$ cat src/rtl/comp_pipe.sv
// comp_pipe: parametrised, pipelined magnitude comparator with valid tagging
// and a saturating hit counter.
// Optional feature macro: COMP_PIPE_STICKY_EN (sticky hit flag; tied to 0 when
// the macro is undefined).
module comp_pipe #(
  parameter int unsigned WIDTH  = 32,
  parameter int unsigned STAGES = 2,
  parameter int unsigned CNT_W  = 16
) (
  input  logic             clk,
  input  logic             rst,
  input  logic             in_valid,
  input  logic [WIDTH-1:0] a,
  input  logic [WIDTH-1:0] b,
  input  logic [2:0]       mode,
  input  logic             signed_en,
  input  logic             clear,
  output logic             out_valid,
  output logic             z,
  output logic             gt,
  output logic             eq,
  output logic             lt,
  output logic [CNT_W-1:0] hit_count,
  output logic             hit_sticky
);

  // Packed pipeline word: {valid, mode, operand A, operand B}
  localparam int unsigned PW = 1 + 3 + 2 * WIDTH;

  logic [WIDTH-1:0] msb_flip;
  logic [PW-1:0]    s_in;
  logic [PW-1:0]    s_cmp;

  // Signed compare is done as unsigned after inverting both MSBs, so the
  // operands are biased once at capture and travel down the pipe as unsigned.
  assign msb_flip = signed_en ? {1'b1, {(WIDTH-1){1'b0}}} : '0;
  assign s_in     = {in_valid, mode, a ^ msb_flip, b ^ msb_flip};

  generate
    if (STAGES == 1) begin : g_direct
      assign s_cmp = s_in;
    end else begin : g_pipe
      logic [PW-1:0] pipe [STAGES-1];

      // Operand/control stages ahead of the final flag register
      always_ff @(posedge clk) begin
        if (rst) begin
          for (int unsigned i = 0; i < STAGES - 1; i++) pipe[i] <= '0;
        end else begin
          pipe[0] <= s_in;
          for (int unsigned i = 1; i < STAGES - 1; i++) pipe[i] <= pipe[i-1];
        end
      end

      assign s_cmp = pipe[STAGES-2];
    end
  endgenerate

  logic             c_valid;
  logic [2:0]       c_mode;
  logic [WIDTH-1:0] c_a;
  logic [WIDTH-1:0] c_b;
  logic             gt_c;
  logic             eq_c;
  logic             lt_c;
  logic             z_c;

  assign {c_valid, c_mode, c_a, c_b} = s_cmp;

  // Magnitude compare and mode select
  always_comb begin
    gt_c = 1'b0;
    eq_c = 1'b0;
    lt_c = 1'b0;
    z_c  = 1'b0;
    gt_c = c_a > c_b;
    eq_c = c_a == c_b;
    lt_c = c_a < c_b;
    case (c_mode)
      3'b000:  z_c = gt_c;
      3'b001:  z_c = gt_c | eq_c;
      3'b010:  z_c = lt_c;
      3'b011:  z_c = lt_c | eq_c;
      3'b100:  z_c = eq_c;
      3'b101:  z_c = ~eq_c;
      default: z_c = 1'b0;
    endcase
  end

  // Final stage: registered flags, forced to 0 for bubbles
  always_ff @(posedge clk) begin
    if (rst) begin
      out_valid <= 1'b0;
      z         <= 1'b0;
      gt        <= 1'b0;
      eq        <= 1'b0;
      lt        <= 1'b0;
    end else begin
      out_valid <= c_valid;
      z         <= c_valid & z_c;
      gt        <= c_valid & gt_c;
      eq        <= c_valid & eq_c;
      lt        <= c_valid & lt_c;
    end
  end

  logic hit;
  assign hit = out_valid & z;

  // Saturating hit counter; clear beats a coincident increment
  always_ff @(posedge clk) begin
    if (rst || clear) begin
      hit_count <= '0;
    end else if (hit && (hit_count != '1)) begin
      hit_count <= hit_count + 1'b1;
    end
  end

`ifdef COMP_PIPE_STICKY_EN
  // Sticky hit flag, held until rst or clear
  always_ff @(posedge clk) begin
    if (rst || clear) begin
      hit_sticky <= 1'b0;
    end else if (hit) begin
      hit_sticky <= 1'b1;
    end
  end
`else
  assign hit_sticky = 1'b0;
`endif

endmodule

$ cat config.mk
export PLATFORM = sky130hd
export DESIGN_NAME = comp_pipe
export DESIGN_NICKNAME = d
export VERILOG_FILES = /design/src/rtl/comp_pipe.sv
export SDC_FILE = /design/constraint.sdc
export NUM_CORES = 1
export LEC_CHECK = 0
export ABC_AREA = 1
export CAP_MARGIN = 10
export CORE_MARGIN = 10
export CORE_UTILIZATION = 55
export CTS_BUF_LIST = sky130_fd_sc_hd__clkbuf_2 sky130_fd_sc_hd__clkbuf_4 sky130_fd_sc_hd__clkbuf_8
export CTS_CLUSTER_DIAMETER = 50
export DETAILED_ROUTE_END_ITERATION = 6
export PLACE_DENSITY = 0.87
export SLEW_MARGIN = 20
export SYNTH_ARGS = -nofsm -noshare
export SYNTH_HDL_FRONTEND = slang
export SYNTH_SLANG_ARGS = --single-unit
$ cat constraint.sdc
create_clock -name clk -period 2.63 [get_ports clk]
set_input_delay 0.526 -clock clk [delete_from_list [all_inputs] [get_ports clk]]
set_output_delay 0.526 -clock clk [all_outputs]
set_load 0.05 [all_outputs]
==> flow_summary.yaml, run 1 <==
routing:
  via_count: 3264
  wirelength_um: 8510
  drc: 0
  first_pass_iters: 4
  routedWlPerCell_um: 11.9
  ant_nets: 0
  dr.first_iter.drc_count: 112
  avgViaCountPerCell: 4.58
layout:
  mostFrequentLayoutCell: "inv_1"
  drive_gt1_frac: 0.0583
  fin_area_mm2: 0.00508
  final_cell_mix: "134 x inv_1, 91 x nor2_1, 91 x clkdlybuf4s50_1, 89 x dfxtp_1, 68 x nand2_1"
  syn2layout_area_growth_pct: 30.0
  nets: 717
  finish.utilization: 0.743
  fillers: 528
  num_antenna_cells: 0
clocking:
  clk_path_buf_depth: 2
  ctsResizeCount: 0
  clk_latency_ns: 0.35
  cts_hold_buf: 0
  numCtsBuffers: 9
  clkTransAtPathRegs_ns: 0.09
  cts_tree: "done"
  root_buffer: "clkbuf_8"
  cts_setup_buffers: 0
  clock_sinks: 89
  h-tree-depth: 3
setup_path:
  slowest_delay_ns: 0.85
  worstPathRequired_ns: 2.10
  cp_cell_sequence: "clkdlybuf4s50_1"
  worst-setup-path-type: "reg -> out"
  critPathArrivalTime_ns: 1.63
  cp_top_family: "buffers and inverters"
  critPathLaunchType: "register"
  crit_buf_inv: 1
  cp_slowest_cell: "clkdlybuf4s50_1"
  endpoint_kind: "primary output"
  crit_fanout: 6
placed_design:
  pre_cts_ws_ns: 0.686
  placed_area_mm2: 0.00490
  post-dp-hpwl_um: 7070
  portBuffers: 92
  gp_congestion: 0.899
floorplan:
  die_x_um: 104
  dieArea_mm2: 0.0109
  start_util: 0.572
  core_mm2: 0.00683
  die_y_um: 104
  row_count: 30
  io_pins: 94
timing:
  timing.fmax_ghz: 0.463
  skew_ns: 0.0102
  rsz0062_at_grt: "no"
  worst_pin_slew_ns: 0.585
  final-setup-viol-count: 0
  tns_ns: 0
  slew-limit-headroom: 0.610
  holdWs_ns: 0.522
  hold_viol: 0
  final.period_utilization: 0.822
  maxSlewViolCount: 0
  min_period_ns: 2.16
  worst_slack_ns: 0.469
logic_synthesis:
  synthMuxAreaShare: 0
  synth_cell_type_count: 31
  synth-xor-area-share: 0.00897
  yosysSeqAreaShare: 0.456
  synthCells: 518
  synth-simple-area-share: 0.223
  synth_adder_area_share: 0.106
  synth_compound_area_frac: 0.0586
  synth-seq-cells: 89
  netlist_area_mm2: 0.00390
  syn-num-nets: 623
  synth_top_family_by_area: "simple AND/OR/NAND/NOR gates"
  synth_warnings: 0
  avgSynthCellArea_um2: 7.54
status:
  outcome: "finished clean"
global_route:
  overflow: 0
  grt_use_total: 0.158
  antenna_found_initial: 0
  grt_pass1_vias: 3362
  grt_first_pass_wirelength_um: 14500
  grt_max_degree: 39
power:
  switching_share: 0.254
  pwr-share-seq: 0.547
  power.density_mw_per_mm2: 514
  leakage_nw: 2.44
  clockPowerShare: 0.319
  power_frac_comb: 0.134
  power.switching_uw: 663
  irDropWorstVdd_uv: 334
  p_int_mw: 1.95
flow_run:
  max-cap-violations: 0
worst_hold_path:
  hold_path.class: "reg -> reg"
## area by class of cell
type | count | area (µm²) | share of cell area
clock buffers | 10 | 131 | 0.0259
clock inverters | 6 | 42.5 | 0.00838
inverters | 138 | 518 | 0.102
multi-input cells | 280 | 1550 | 0.306
flip-flops and latches | 89 | 1780 | 0.351
well taps | 96 | 120 | 0.0237
repair buffers | 94 | 931 | 0.183
## per-layer routing
layer | share of wire | GRT usage | up-vias
met5 | 0 | 0 | -
met2 | 0.50 | 0.278 | 92
met4 | 0.014 | 0.0457 | 0
li1 | - | - | 1719
met1 | 0.43 | 0.175 | 1442
met3 | 0.058 | 0.0520 | 11
## power by group through the flow
stage	clock (mW)	sequential [mW]	combinational (mW)
after CTS	0.842	1.43	0.355
after detailed placement	0	1.46	0.351
final	0.832	1.43	0.350
after global placement	0	1.45	0.332
after global routing	0.895	1.43	0.403
after floorplan	0	1.46	0.185
## cells in the mapped netlist
library cell | instances | share of area
a21o_1 | 1 | 0.0019
a31oi_1 | 2 | 0.0032
nor2_2 | 4 | 0.0064
nand4_1 | 4 | 0.0064
nor4_4 | 1 | 0.0054
conb_1 | 1 | 0.00096
xor2_1 | 2 | 0.0045
clkbuf_1 | 8 | 0.0077
nand2_1 | 68 | 0.065
nand3_4 | 1 | 0.0045
a21oi_1 | 24 | 0.031
nor4_1 | 2 | 0.0032
inv_1 | 134 | 0.13
o21ai_0 | 7 | 0.0090
o21ai_1 | 6 | 0.0077
buf_1 | 1 | 0.00096
xnor2_1 | 2 | 0.0045
dfxtp_1 | 89 | 0.46
nand3_1 | 14 | 0.018
nor3_2 | 3 | 0.0077
nor2_1 | 91 | 0.087
inv_2 | 4 | 0.0038
o21a_1 | 1 | 0.0019
buf_4 | 1 | 0.0019
buf_6 | 1 | 0.0029
a21oi_4 | 1 | 0.0042
nor3_1 | 8 | 0.010
ha_1 | 33 | 0.11
nor3b_1 | 1 | 0.0019
nand2_2 | 1 | 0.0016
nand3_2 | 2 | 0.0051
## sequential cells by signal, indices dropped and copies added, names as in the netlist
name / flops
out_valid: 1
lt: 1
eq: 1
z: 1
hit_count: 16
gt: 1
g_pipe.pipe: 68
## metrics by stage
| step | total power, mW | cells |
|---|---|---|
| global placement | 1.79 | 697 |
| finish | 2.61 | 713 |
| CTS | 2.62 | 713 |
| detailed placement | 1.81 | 697 |
| floorplan | 1.65 | 518 |
| global route | 2.73 | 713 |
## path summary, 6_finish.rpt
path              slack, ns    startpoint             to  cells after the start
setup / recovery       0.47  hit_count[2]   hit_count[2]                      1
hold / removal         0.52  hit_count[4]   hit_count[4]                      1
setup reg to reg       0.68  hit_count[0]  hit_count[14]                     11
hold reg to reg        0.52  hit_count[4]   hit_count[4]                      1
## cells by family (layout without fill, tap and decap cells)
family / after synthesis / in the layout
buffers and inverters: 149 / 248
other: 1 / 1
AO/OA/AOI/OAI: 42 / 42
adder cells (fa/ha/maj): 33 / 33
AND/OR/NAND/NOR: 200 / 200
XOR/XNOR: 4 / 4
flip-flops: 89 / 89
Power figures use the tool's default switching activity.
==> run 2, diff against run 1 <==
- CORE_UTILIZATION: 55 -> 51
- PLACE_DENSITY: 0.87 -> 0.82
- clock period: 2.63 -> 2.2 ns (I/O delays scaled with it)
==> run 2 against run 1 <==
  * Sequential cell count unchanged
  * Non-clock buffer count up 1
  * Highest routed layer unchanged
  * Register-to-register slack worse by 0.35 ns
  * Sequential power up 19%
  * Critical path type unchanged
  * Design area up 1.7%
  * Critical path depth unchanged
  * Clock skew down 0.0059 ns
  * Clock power up 60%
  * Final cell count up 0.56%
  * Worst hold slack worse by 0.019 ns
  * Largest cell class unchanged
  * Clock-buffer cell count up 1
  * Critical endpoint is now hit_count[11]
==> flow_summary.yaml, run 2 (synthesis results as in run 1) <==
clocking:
  root_buffer: "clkbuf_8"
  clk_latency_ns: 0.34
  cts_hold_buf: 0
  ctsResizeCount: 0
  cts_tree: "done"
  cts_setup_buffers: 0
  clkTransAtPathRegs_ns: 0.08
  clock_sinks: 89
  clk_path_buf_depth: 2
  numCtsBuffers: 9
  h-tree-depth: 3
routing:
  drc: 0
  dr.first_iter.drc_count: 122
  first_pass_iters: 4
  via_count: 3314
  ant_nets: 0
  avgViaCountPerCell: 4.62
  wirelength_um: 8380
  routedWlPerCell_um: 11.7
worst_hold_path:
  hold_path.class: "reg -> reg"
global_route:
  grt_max_degree: 70
  antenna_found_initial: 0
  grt_pass1_vias: 3364
  overflow: 0
  grt_first_pass_wirelength_um: 14400
  grt_use_total: 0.149
floorplan:
  die_y_um: 108
  core_mm2: 0.00733
  dieArea_mm2: 0.0116
  start_util: 0.533
  io_pins: 94
  die_x_um: 108
  row_count: 31
layout:
  multi_input_area_mm2: 0.00155
  final_cell_mix: "134 x inv_1, 91 x nor2_1, 91 x clkdlybuf4s50_1, 89 x dfxtp_1, 68 x nand2_1"
  mostFrequentLayoutCell: "inv_1"
  num_antenna_cells: 0
  nets: 718
  largest_reg_flops: 68
  fillers: 562
  drive_gt1_frac: 0.0599
  top_regs: "g_pipe.pipe x68, hit_count x16"
  seq_area_mm2: 0.00178
  top_register: "g_pipe.pipe"
  fin_area_mm2: 0.00516
  syn2layout_area_growth_pct: 32.2
timing:
  skew_ns: 0.00427
  slew-limit-headroom: 0.567
  rsz0062_at_grt: "no"
  final.period_utilization: 0.945
  hold_viol: 0
  worst_pin_slew_ns: 0.649
  final-setup-viol-count: 0
  maxSlewViolCount: 0
  tns_ns: 0
  timing.fmax_ghz: 0.481
  min_period_ns: 2.08
status:
  outcome: "finished clean"
power:
  power_frac_comb: 0.120
  power.density_mw_per_mm2: 668
  clockPowerShare: 0.386
  power.switching_uw: 755
  switching_share: 0.219
  power_mw: 3.45
  pwr-share-seq: 0.494
  p_int_mw: 2.69
  irDropWorstVdd_uv: 363
  leakage_nw: 2.48
setup_path:
  reg2reg_depth: 11
  r2r_slack_ns: 0.33
  cp_cell_sequence: "clkdlybuf4s50_1"
  cp-endpoint: "hit_count[11]"
  cp_slowest_cell: "clkdlybuf4s50_1"
  cp_num_cells: 1
  critPathArrivalTime_ns: 1.64
  cp_top_family: "buffers and inverters"
  endpoint_kind: "primary output"
  crit_buf_inv: 1
  slowest_delay_ns: 0.86
  rr_endpoint: "hit_count[8]"
  critPathLaunchType: "register"
  crit_fanout: 5
  worstPathRequired_ns: 1.76
  r2r-start: "hit_count[0]"
  worst-setup-path-type: "reg -> out"
  crit_start: "hit_count[11]"
placed_design:
  portBuffers: 92
  placed_area_mm2: 0.00491
  post-dp-hpwl_um: 6770
  gp_congestion: 0.907
flow_run:
  max-cap-violations: 0
-- run 2: changes by cell type in the layout (fill, tap and decap cells not counted) --
cell,change
clkinv_2,-1
inv_6,-2
clkinvlp_4,-1
bufinv_16,+3
clkbuf_8,+1
buf_4,+1
-- run 2: metal layers --
metal	up-vias	GRT usage	wire, µm
li1	1731	-	-
met5	-	0	0
met4	0	0.0601	138
met2	100	0.261	4120
met3	16	0.0371	550
met1	1467	0.168	3570
-- run 2: layout make-up --
class / instances / share of cell area
Clock inverter: 5 / 0.0199
Multi-Input combinational cell: 280 / 0.301
Sequential cell: 89 / 0.345
Clock buffer: 11 / 0.0281
Timing Repair Buffer: 95 / 0.182
Inverter: 138 / 0.100
Tap cell: 99 / 0.0240
-- run 2: power by group through the flow --
stage          combinational [mW]  clock [mW]  sequential (mW)
6_report                    0.415        1.33             1.70
2_1_floorplan               0.221           0             1.75
3_3_place_gp                0.400           0             1.74
4_1_cts                     0.422        1.36             1.70
5_1_grt                     0.475        1.44             1.71
3_5_place_dp                0.416           0             1.74
-- run 2: metrics by stage --
stage	instances	util	hold WS [ns]	worst slack, ns
floorplan	518	-	0.461	0.309
detailed placement	701	0.670	0.482	0.358
CTS	717	0.704	0.481	0.123
global route	717	0.704	0.518	0.0689
finish	717	0.704	0.504	0.120
global placement	701	0.670	0.490	0.434
-- run 2: worst min-delay path by stage --
stage,from,depth (start not counted),endpoint
floorplan,g_pipe.pipe[0][67],2,out_valid
global placement,hit_count[4],1,hit_count[4]
detailed placement,hit_count[4],1,hit_count[4]
CTS,rst,4,hit_count[14]
global route,rst,4,hit_count[8]
finish,hit_count[4],1,hit_count[4]
